<file path="src/rtl/uart_rx_word.sv">
// Oversampling UART receiver that packs NBYTES consecutive 8N1 frames (LSB byte first) into one output word.
// Define UART_RX_PARITY_EN to expect an even-parity bit between the data bits and the stop bit.
`timescale 1ns/1ps

module uart_rx_word #(
    parameter int NBYTES     = 2,
    parameter int OVERSAMPLE = 16
) (
    input  logic                  clk,
    input  logic                  rst,
    input  logic                  rx_en,
    input  logic                  RxD,
    output logic [8*NBYTES-1:0]   rx_data,
    output logic                  rx_valid,
    output logic                  rx_busy,
    output logic                  frame_err
);

    localparam int CW = $clog2(OVERSAMPLE);
    localparam int IW = (NBYTES > 1) ? $clog2(NBYTES) : 1;
    localparam logic [CW-1:0] TICK_HALF = CW'(OVERSAMPLE / 2 - 1);
    localparam logic [CW-1:0] TICK_LAST = CW'(OVERSAMPLE - 1);
    localparam logic [IW-1:0] IDX_LAST  = IW'(NBYTES - 1);

    typedef enum logic [2:0] {
        S_IDLE,
        S_START,
        S_DATA,
`ifdef UART_RX_PARITY_EN
        S_PARITY,
`endif
        S_STOP
    } state_t;

    state_t              state;
    state_t              state_next;
    logic                rxd_meta;
    logic                rxd_sync;
    logic                rxd_prev;
    logic                fall_edge;
    logic [CW-1:0]       tick_cnt;
    logic [2:0]          bit_cnt;
    logic                tick_mid;
    logic                tick_full;
    logic                shift_en;
    logic                stop_done;
    logic                stop_take;
    logic [7:0]          shift_reg;
    logic [8*NBYTES-1:0] word_buf;
    logic [8*NBYTES-1:0] word_next;
    logic [IW-1:0]       byte_idx;
`ifdef UART_RX_PARITY_EN
    logic                par_done;
    logic                par_bad;
`endif

    // The serial line idles high, so the synchronizer and edge history reset to 1
    // to avoid a false start edge coming out of reset.
    always_ff @(posedge clk or posedge rst) begin
        if (rst) begin
            rxd_meta <= 1'b1;
            rxd_sync <= 1'b1;
            rxd_prev <= 1'b1;
        end else begin
            // NOTE: non-blocking assignments make each flop capture the pre-edge value of the previous stage.
            rxd_meta <= RxD;
            rxd_sync <= rxd_meta;
            rxd_prev <= rxd_sync;
        end
    end

    assign fall_edge = rxd_prev & ~rxd_sync;
    assign tick_mid  = rx_en && (tick_cnt == TICK_HALF);
    assign tick_full = rx_en && (tick_cnt == TICK_LAST);
    assign rx_busy   = (state != S_IDLE);

    always_ff @(posedge clk or posedge rst) begin
        if (rst) state <= S_IDLE;
        else     state <= state_next;
    end

    always_comb begin
        // NOTE: every output of this block gets a default first so no path leaves one unassigned (no latches).
        state_next = state;
        shift_en   = 1'b0;
        stop_done  = 1'b0;
`ifdef UART_RX_PARITY_EN
        par_done   = 1'b0;
`endif
        case (state)
            S_IDLE:  if (fall_edge) state_next = S_START;
            S_START: if (tick_mid)  state_next = rxd_sync ? S_IDLE : S_DATA;
            S_DATA: begin
                if (tick_full) begin
                    shift_en = 1'b1;
                    if (bit_cnt == 3'd7) begin
`ifdef UART_RX_PARITY_EN
                        state_next = S_PARITY;
`else
                        state_next = S_STOP;
`endif
                    end
                end
            end
`ifdef UART_RX_PARITY_EN
            S_PARITY: begin
                if (tick_full) begin
                    par_done   = 1'b1;
                    state_next = S_STOP;
                end
            end
`endif
            S_STOP: begin
                if (tick_full) begin
                    stop_done  = 1'b1;
                    state_next = S_IDLE;
                end
            end
            default: state_next = S_IDLE;
        endcase
    end

    // Both counters restart on every state change, so the cycle that sees the start
    // edge never contributes a tick to the START half-bit count.
    always_ff @(posedge clk or posedge rst) begin
        if (rst) begin
            tick_cnt <= '0;
            bit_cnt  <= '0;
        end else if (state_next != state) begin
            tick_cnt <= '0;
            bit_cnt  <= '0;
        end else begin
            if (rx_en && state != S_IDLE)
                tick_cnt <= (tick_cnt == TICK_LAST) ? '0 : tick_cnt + 1'b1;
            if (shift_en)
                bit_cnt <= bit_cnt + 3'd1;
        end
    end

`ifdef UART_RX_PARITY_EN
    assign stop_take = stop_done && !par_bad;
`else
    assign stop_take = stop_done;
`endif

    always_comb begin
        word_next = word_buf;
        word_next[{byte_idx, 3'b000} +: 8] = shift_reg;
    end

    always_ff @(posedge clk or posedge rst) begin
        if (rst) begin
            // NOTE: the word buffer is a handful of flops, not a RAM, so it is reset along with the rest.
            shift_reg <= '0;
            word_buf  <= '0;
            byte_idx  <= '0;
            rx_data   <= '0;
            rx_valid  <= 1'b0;
            frame_err <= 1'b0;
`ifdef UART_RX_PARITY_EN
            par_bad   <= 1'b0;
`endif
        end else begin
            rx_valid  <= 1'b0;
            frame_err <= 1'b0;
            if (shift_en)
                shift_reg <= {rxd_sync, shift_reg[7:1]};
`ifdef UART_RX_PARITY_EN
            // A bad parity bit kills the word now; the following stop bit is then ignored.
            if (par_done) begin
                par_bad <= (rxd_sync != ^shift_reg);
                if (rxd_sync != ^shift_reg) begin
                    frame_err <= 1'b1;
                    byte_idx  <= '0;
                end
            end
`endif
            if (stop_take) begin
                if (!rxd_sync) begin
                    frame_err <= 1'b1;
                    byte_idx  <= '0;
                end else if (byte_idx == IDX_LAST) begin
                    rx_data  <= word_next;
                    rx_valid <= 1'b1;
                    byte_idx <= '0;
                end else begin
                    word_buf <= word_next;
                    byte_idx <= byte_idx + 1'b1;
                end
            end
        end
    end

endmodule

</file>
<file path="config.mk">
export PLATFORM = sky130hd
export DESIGN_NAME = uart_rx_word
export DESIGN_NICKNAME = d
export VERILOG_FILES = /design/src/rtl/uart_rx_word.sv
export SDC_FILE = /design/constraint.sdc
export NUM_CORES = 1
export LEC_CHECK = 0
export BUFFER_PORTS_ARGS = -buffer_cell sky130_fd_sc_hd__buf_2
export CORE_MARGIN = 10
export CORE_UTILIZATION = 30
export CTS_BUF_LIST = sky130_fd_sc_hd__clkbuf_16
export DETAILED_ROUTE_END_ITERATION = 8
export PLACE_DENSITY = 0.5
export SYNTH_ARGS = -nofsm -noshare
export SYNTH_HDL_FRONTEND = slang
export SYNTH_SLANG_ARGS = --single-unit
export TNS_END_PERCENT = 100
</file>
<file path="constraint.sdc">
create_clock -name clk -period 4.7 [get_ports clk]
set_input_delay 0.94 -clock clk [delete_from_list [all_inputs] [get_ports clk]]
set_output_delay 0.94 -clock clk [all_outputs]
set_load 0.05 [all_outputs]
</file>
=== Yosys cells after proc, flatten, opt, wreduce, memory -nomap -nowiden ===
Cells that the tools add are included.

* Add/sub/neg operators: 4
* Eq/ne operators: 7
* Shift operators: 2
* Mux-type cells: 23
* Bitwise logic cells: 3
* Reduce and logical (&&, ||, !) cells: 9

{| class="wikitable"
|+ Operators by type and width
! kind !! count
|-
| 3-bit two-way mux || 7
|-
| 16-bit bitwise mux || 1
|-
| 8-bit by 6-bit variable shift with 16-bit output, first input constant || 1
|-
| 8-bit by 6-bit indexed part select with 16-bit output || 1
|-
| 4-bit two-way mux || 3
|-
| 3-bit one-hot mux with 4 select lines || 1
|-
| 1-bit two-way mux || 10
|-
| 3-bit by 2-bit == test with 1-bit output, second input constant || 2
|-
| 4-bit negation with 6-bit output || 1
|-
| 3-bit AND reduction || 2
|-
| 4-bit by 1-bit adder with 4-bit output, second input constant || 1
|-
| 4-bit by 3-bit == test with 1-bit output, second input constant || 1
|-
| 4-bit == test, second input constant || 1
|-
| 2-bit nonzero test || 2
|-
| 3-bit by 1-bit adder with 3-bit output, second input constant || 1
|-
| 3-bit by 1-bit == test with 1-bit output, second input constant || 1
|-
| 3-bit == test, second input constant || 1
|-
| 1-bit logical AND || 3
|-
| 3-bit logical NOT || 1
|-
| 3-bit inequality test || 1
|-
| 3-bit nonzero test || 1
|-
| 2-bit two-way mux || 1
|-
| 1-bit NOT || 2
|-
| 1-bit adder, second input constant || 1
|-
| 1-bit AND || 1
|}

* Register bits after elaboration: 56
* Output and inout port bits: 19
* Word-level logic and storage cells: 60

=== Depth between registers and ports, before layout ===
Gate-level depths: netlist (run 1).

* Depth in word-level cells: 6
* Mapped depth: 6

=== Worst setup path after synthesis (run 1) ===
Ideal clock, no wire load.

* Path kind: in2reg
* From: in rx_en
* To: reg rx_data[0]
* Library setup time: 0.125 ns
* Data arrival time: 1.983 ns
* Data required time: 4.575 ns
* Slack: 2.592 ns
* Stages on the path: 5
* Path buffers: 2
* Cells stage by stage: nand4_2 -> or3_1 -> buf_6 -> buf_12 -> mux2_4

* Longest elaborated chain between the ends: 4

{| class="wikitable"
|+ RTL lines
! what !! line !! text
|-
| from (decl) || 11 || <nowiki>input logic rx_en,</nowiki>
|-
| 1-bit logical AND || 74 || <nowiki>assign tick_full = rx_en && (tick_cnt == TICK_LAST);</nowiki>
|-
| 1-bit two-way mux || 114 || <nowiki>if (tick_full) begin</nowiki>
|-
| 1-bit two-way mux || 90 || <nowiki>case (state)</nowiki>
|-
| 3-bit AND reduction (no line) || -- ||
|-
| to (signal assigned) || 183 || <nowiki>rx_data <= word_next;</nowiki>
|-
| to (decl) || 13 || <nowiki>output logic [8*NBYTES-1:0] rx_data,</nowiki>
|}

No other way between the ends.
A chain may end at the register's enable or synchronous reset.

=== Final worst setup path (run 1) ===
* From: reg state[2]
* To: out rx_busy

* Longest elaborated chain between the ends: 1

{| class="wikitable"
|+ RTL lines
! what !! line !! text
|-
| from (decl) || 35 || <nowiki>state_t state;</nowiki>
|-
| from (signal assigned) || 79 || <nowiki>else state <= state_next;</nowiki>
|-
| 3-bit nonzero test || 75 || <nowiki>assign rx_busy = (state != S_IDLE);</nowiki>
|-
| to (decl) || 15 || <nowiki>output logic rx_busy,</nowiki>
|}

No other way between the ends.

==> out/results.tsv, run 1 <==
stage	metric	value	unit
setup_path	worst r2r src	tick_cnt[0]$_DFFE_PP0P_	
grt	first-pass GRT wire length	5930	um
sta	Tcrit/Tclk final	0.506	
synth	post-synth cell types	40	
power_and_ir_drop	P_leak	1.23	nW
setup_path	critical path cell sequence	or3_1, buf_2	
synth	Most used DFF post-synth	dfrtp_1	
cells_and_area	Post-Route Utilization	0.349	
drt	routed vias	1210	
drt	Final ANT Viol Nets	0	
floorplanning	I/O pins	23	
grt	vias in the first global route	1179	
setup_path	Req. time, crit path	3.76	ns
drt	Wirelength per Cell	14.6	um
sta	Final min period	2.38	ns
clock_network	CTS tree	built	
floorplanning	Initial Utilization	0.305	
clock_network	Hold-fix buffers, CTS	0	
setup_path	crit end category	output pin	
setup_path	crit path launch type	flop	
grt	largest net degree at the start of global routing	49	
sta	Worst slew margin	0.355	
sta	Final Max Slew Viols	0	
synth	Post-synth ARST share	1.00	
cells_and_area	synthesis-to-finish area growth	14.5	%
placed_design	Final HPWL DP	2430	um
placed_design	Placer Congestion	0.816	
hold_path	hold_sp	rxd_meta$_DFF_PP1_	
setup_path	cell family with most CP delay	flip-flops	
placed_design	Inst Count DP	237	
sta	RSZ-0062 raised after global routing	false	
synth	Synth top cells by count	45 x dfrtp_1, 23 x mux2_2, 9 x mux2_4	
cells_and_area	Cell Count, Final, Fillers Out	245	
synth	EDFF count, synth	0	
setup_path	R2R cell count	4	
cells_and_area	Multi-input gate area	773	um^2
synth	top post-synthesis cells by area	dfrtp_1 55%, mux2_2 13%, mux2_4 6.6%, dfstp_2 3.8%, a221oi_1 2.1%	
hold_path	HP Class	reg -> reg	
floorplanning	Die W	103	um
drt	post-DR vias/cell	4.94	
clock_network	CTS root buffer	clkbuf_16	
clock_network	number of CTS-inserted buffers	5	
setup_path	Worst EP arrival	1.44	ns
synth	syn_area_per_cell	14.4	um^2
setup_path	Worst R2R Setup Slack	2.50	ns
grt	gr ovfl total	0	
synth	post-synth top area share	0.550	
clock_network	clock latency on the worst-skew pair	0.29	ns
grt	GRT Overall Usage	0.0722	
setup_path	CP Class	reg -> out	
sta	Setup Skew	0.00586	ns
setup_path	Critical R2R Capture	rx_data[6]$_DFFE_PP0P_	
sta	Fmax achieved	420	MHz
sta	Slew @ Worst Pin	0.966	ns
sta	# setup viols final	0	
synth	cells after synthesis	142	
cells_and_area	Diodes inserted	0	
cells_and_area	Final nets	171	
synth	cell with the most instances after synthesis	dfrtp_1	
clock_network	clock-pin slew on the worst setup and hold paths	0.06	ns
drt	drt drc	0	
synth	Yosys top cell by area	dfrtp_1	
synth	sequential area share after synthesis	0.588	
clock_network	htree depth	2	
clock_network	Max Root-Sink Buffers	2	
placed_design	PortBufs	22	
synth	Syn Nets	149	
cells_and_area	FF+latch area	1200	um^2
floorplanning	Die H	103	um
clock_network	clock sink count	48	
drt	router iterations before antenna repair	4	
sta	Fin Setup TNS	0	ns
drt	Initial DRC Count	66	
floorplanning	FP Rows	30	
floorplanning	area of the core	6720	um^2
grt	initial antenna violation count	0	
setup_path	Buf/Inv on CP	1	
hold_path	Worst Hold Depth	0	
status	status	finished, final reports clean	
job	max cap viols	0	
sta	Final Hold Viols	0	
setup_path	CP max-delay cell	dfrtp_1	
cells_and_area	fill count	650	
setup_path	CP peak stage delay	0.55	ns
synth	mapped cell area	2050	um^2
drt	final WL	3580	um
synth	Yosys warning total	0	
cells_and_area	layout cells sized above 1	0.424	
cells_and_area	number of flip-flops in the largest register	16	
clock_network	PostCTS Resize Cnt	0	
synth	flops & latches, synth	48	
setup_path	CP max FO	17	
clock_network	post-CTS setup buffers	0	
floorplanning	die area	10500	um^2
power_and_ir_drop	PD cells	336	nW/um^2
power_and_ir_drop	VDD IR-drop max	0.000132	V
hold_path	worst hold endpoint	rxd_sync$_DFF_PP1_	
[stage by stage]
stage                     cell area (um^2)  worst slack (ns)  power, mW  hold slack (ns)
after floorplan                       2050              2.59      0.446            0.345
after global placement                2200              2.19      0.452            0.349
after detailed placement              2200              2.13      0.453            0.349
after CTS                             2350              2.31      0.801            0.359
after global routing                  2350              2.24      0.821            0.361
final                                 2350              2.32      0.789            0.358
[power breakdown]
part	total (mW)	switching, mW	internal (mW)
Sequential	0.422	0.00522	0.417
Combinational	0.0221	0.0162	0.00589
Clock	0.344	0.148	0.196
[final cells by class]
class / instances / share of cell area
clock inverter: 3 / 0.00747
multi-input combinational: 83 / 0.330
clock buffer: 5 / 0.0533
sequential: 48 / 0.514
timing repair buffer: 22 / 0.0469
tap: 80 / 0.0427
inverter: 4 / 0.00640
[cell usage in the layout (no fill, tap or decap), types with 2 or more instances in the layout]
cell type,n
buf_2,22
a211oi_1,2
dfrtp_1,45
inv_1,3
a221oi_1,5
mux2_4,9
clkbuf_16,5
o311ai_0,2
nand2_1,4
xor2_1,2
mux2_2,23
dfstp_2,3
o21ai_0,4
ha_1,3
nand3_1,3
nor2_1,2
or3_1,4
[cell families after synthesis]
family / Yosys count / synth area share
flops: 48 / 0.588
fa+ha+maj: 3 / 0.0183
simple gates: 22 / 0.0715
compound gates: 22 / 0.0800
other cells: 1 / 0.00183
xor+xnor: 2 / 0.00855
buf+inv: 11 / 0.0342
mux: 33 / 0.197
[how the worst max path moves through the flow]
stage | from | to | slack (ns) | depth (start not counted)
finish | state[2]$_DFF_PP0_ | rx_busy | 2.32 | 2
global route | state[2]$_DFF_PP0_ | rx_busy | 2.24 | 2
CTS | state[2]$_DFF_PP0_ | rx_busy | 2.31 | 2
detailed placement | rx_en | rx_data[15]$_DFFE_PP0P_ | 2.13 | 4
global placement | rx_en | rx_data[5]$_DFFE_PP0P_ | 2.19 | 4
floorplan | rx_en | rx_data[0]$_DFFE_PP0P_ | 2.59 | 5
[layer usage]
metal / up-vias / global-route usage / share of wire
li1: 563 / - / -
met4: 0 / 0.0325 / 0.012
met3: 5 / 0.0268 / 0.062
met1: 613 / 0.0937 / 0.45
met2: 29 / 0.104 / 0.47
met5: - / 0 / 0
(Power assumes the default switching activity.)
==> run 2, diff against run 1 <==
--- a/config.mk
+++ b/config.mk
@@ -10,7 +10,7 @@
 export CORE_UTILIZATION = 30
 export CTS_BUF_LIST = sky130_fd_sc_hd__clkbuf_16
 export DETAILED_ROUTE_END_ITERATION = 8
-export PLACE_DENSITY = 0.5
+export PLACE_DENSITY = 0.52
 export SYNTH_ARGS = -nofsm -noshare
 export SYNTH_HDL_FRONTEND = slang
 export SYNTH_SLANG_ARGS = --single-unit
==> constraint.sdc (replaced) <==
create_clock -name clk -period 2 [get_ports clk]
set_input_delay 0.4 -clock clk [delete_from_list [all_inputs] [get_ports clk]]
set_output_delay 0.4 -clock clk [all_outputs]
set_load 0.05 [all_outputs]
==> run 2 against run 1 <==
Die area unchanged. Sequential power up 130%. Largest power group unchanged. First-iteration DRC count down 56%. Sequential share of layout area down 1.7 points. Clock skew about the same. Design area up 3.4%. Total power rose to 2.6 times the previous value.
==> out/results.tsv, run 2 (synthesized netlist as in run 1, its figures left out) <==
stage	metric	value	unit	change
clock_network	number of CTS-inserted buffers	5		unchanged
drt	routed vias	1263		+4.4%
cells_and_area	synthesis-to-finish area growth	18.4	%	
setup_path	cell family with most CP delay	simple AND/OR/NAND/NOR gates		
power_and_ir_drop	Comb pwr share	0.030		+0.002
power_and_ir_drop	VDD IR-drop max	0.000389	V	+190%
power_and_ir_drop	Int Power	1.59	mW	+160%
sta	Slew @ Worst Pin	0.594	ns	-0.372 ns
sta	Setup Skew	0.00588	ns	+0.0000161 ns
floorplanning	area of the core	6720	um^2	unchanged
power_and_ir_drop	P_leak	1.27	nW	+3.1%
clock_network	CTS tree	built		
drt	final WL	3980	um	+11%
setup_path	CP max-delay cell	dfrtp_1		
power_and_ir_drop	sequential share of power	0.491		-0.044
power_and_ir_drop	PD cells	831	nW/um^2	+150%
setup_path	CP Class	reg -> reg		
sta	# setup viols final	0		unchanged
clock_network	clock sink count	48		unchanged
sta	Fin Setup TNS	0	ns	unchanged
setup_path	CP max FO	17		unchanged
floorplanning	Die W	103	um	unchanged
grt	first-pass GRT wire length	6660	um	+12%
cells_and_area	Post-Route Utilization	0.361		+0.0117
grt	GRT Overall Usage	0.0808		+0.00861
cells_and_area	Diodes inserted	0		unchanged
floorplanning	Die H	103	um	unchanged
setup_path	crit end category	flop		
grt	vias in the first global route	1340		+14%
power_and_ir_drop	NetSw	0.424	mW	+150%
hold_path	hold_sp	RxD		
sta	Final Max Slew Viols	0		unchanged
floorplanning	FP Rows	30		unchanged
drt	Wirelength per Cell	15.9	um	+9.0%
drt	drt drc	0		unchanged
drt	Initial DRC Count	29		-56%
setup_path	Buf/Inv on CP	1		unchanged
floorplanning	die area	10500	um^2	unchanged
hold_path	HP Class	in -> reg		
clock_network	clock-pin slew on the worst setup and hold paths	0.06	ns	about the same
cells_and_area	Final nets	176		+2.9%
power_and_ir_drop	Sw Ratio	0.211		-0.00466
cells_and_area	most frequent cells in the layout	45 x dfrtp_1, 23 x mux2_2, 22 x buf_2		
sta	Final min period	1.87	ns	
cells_and_area	commonest non-fill, non-tap cell in the layout	dfrtp_1		
grt	gr ovfl total	0		unchanged
power_and_ir_drop	Pwr Total	2.01	mW	+160%
setup_path	CP peak stage delay	0.42	ns	-0.13 ns
setup_path	Crit. Startpoint	tick_cnt[0]$_DFFE_PP0P_		
power_and_ir_drop	Clock power frac	0.479		+0.042
floorplanning	Initial Utilization	0.305		unchanged
clock_network	post-CTS setup buffers	0		unchanged
status	status	finished, final reports clean		
clock_network	CTS root buffer	clkbuf_16		
sta	Fmax achieved	535	MHz	
placed_design	Final HPWL DP	2760	um	+13%
placed_design	PortBufs	22		unchanged
sta	Tcrit/Tclk final	0.935		
job	max cap viols	0		unchanged
cells_and_area	FF+latch area	1200	um^2	unchanged
cells_and_area	number of flip-flops in the largest register	16		unchanged
cells_and_area	layout cells sized above 1	0.447		+0.0228
clock_network	Hold-fix buffers, CTS	0		unchanged
placed_design	Placer Congestion	0.855		+4.7%
sta	Worst slew margin	0.604		+0.249
setup_path	worst r2r src	tick_cnt[0]$_DFFE_PP0P_		
drt	router iterations before antenna repair	5		+1
clock_network	htree depth	2		unchanged
clock_network	PostCTS Resize Cnt	0		unchanged
sta	Final Hold Viols	0		unchanged
cells_and_area	fill count	649		-0.15%
drt	Final ANT Viol Nets	0		unchanged
setup_path	crit path launch type	flop		
sta	RSZ-0062 raised after global routing	false		
drt	post-DR vias/cell	5.05		+2.3%
setup_path	critical path cell sequence	ha_1, nand4_2, or3_1, buf_12, mux2_4		
grt	initial antenna violation count	0		unchanged
cells_and_area	Multi-input gate area	773	um^2	unchanged
floorplanning	I/O pins	23		unchanged
grt	largest net degree at the start of global routing	49		unchanged
setup_path	Worst EP arrival	2.04	ns	+0.60 ns
setup_path	Req. time, crit path	2.17	ns	-1.59 ns
clock_network	clock latency on the worst-skew pair	0.29	ns	about the same
clock_network	Max Root-Sink Buffers	2		unchanged
## run 2: changes by cell type in the layout (fill, tap and decap cells not counted)
cell and delta:
buf_4 +4, buf_12 +1, bufinv_16 +1, clkinv_1 -1, clkinv_2 -1, clkinvlp_4 +1
## run 2: metal layers
metal,up-vias,share of wire,track usage
met2,27,0.49,0.130
met3,5,0.050,0.0255
met5,-,0,0
met1,651,0.44,0.0935
li1,580,-,-
met4,0,0.018,0.0456
## run 2: power groups by stage
stage	sequential [mW]	combinational, mW	clock (mW)
2_1_floorplan	1.00	0.0446	0
3_3_place_gp	1.01	0.0587	0
3_5_place_dp	1.01	0.0621	0
4_1_cts	0.988	0.0622	0.998
5_1_grt	0.989	0.0693	1.03
6_report	0.989	0.0600	0.966
## run 2: path summary, 6_finish.rpt
kind / to / slack (ns) / cells past startpoint
min in group asynchronous: bit_cnt[1]$_DFFE_PP0P_ / 0.25 / 3
max in group asynchronous: word_buf[7]$_DFFE_PP0P_ / 1.34 / 3
min reg2reg: rxd_sync$_DFF_PP1_ / 0.36 / 0
min: rxd_meta$_DFF_PP1_ / 0.21 / 1
max reg2reg: rx_data[1]$_DFFE_PP0P_ / 0.13 / 5
max: rx_data[1]$_DFFE_PP0P_ / 0.13 / 5
## run 2: per-stage QoR
stage | std cells | instance area, um^2 | hold WS, ns | worst slack [ns]
floorplan | 142 | 2050 | 0.345 | 0.154
global placement | 242 | 2250 | 0.346 | 0.220
detailed placement | 242 | 2250 | 0.347 | 0.158
CTS | 250 | 2420 | 0.198 | 0.144
global route | 250 | 2420 | 0.200 | 0.0533
finish | 250 | 2420 | 0.208 | 0.130
## run 2: worst register-to-register path, stage by stage (launching register included)
cell	delay, ns
dfrtp_1	0.42
ha_1	0.29
nand4_2	0.14
or3_1	0.41
buf_12	0.18
mux2_4	0.31
## run 2: layout make-up
class | count | share of cell area
multi-input combinational | 83 | 0.319
inverter | 4 | 0.00619
clock inverter | 3 | 0.0191
clock buffer | 5 | 0.0516
tap | 80 | 0.0413
sequential | 48 | 0.497
timing repair buffer | 27 | 0.0660
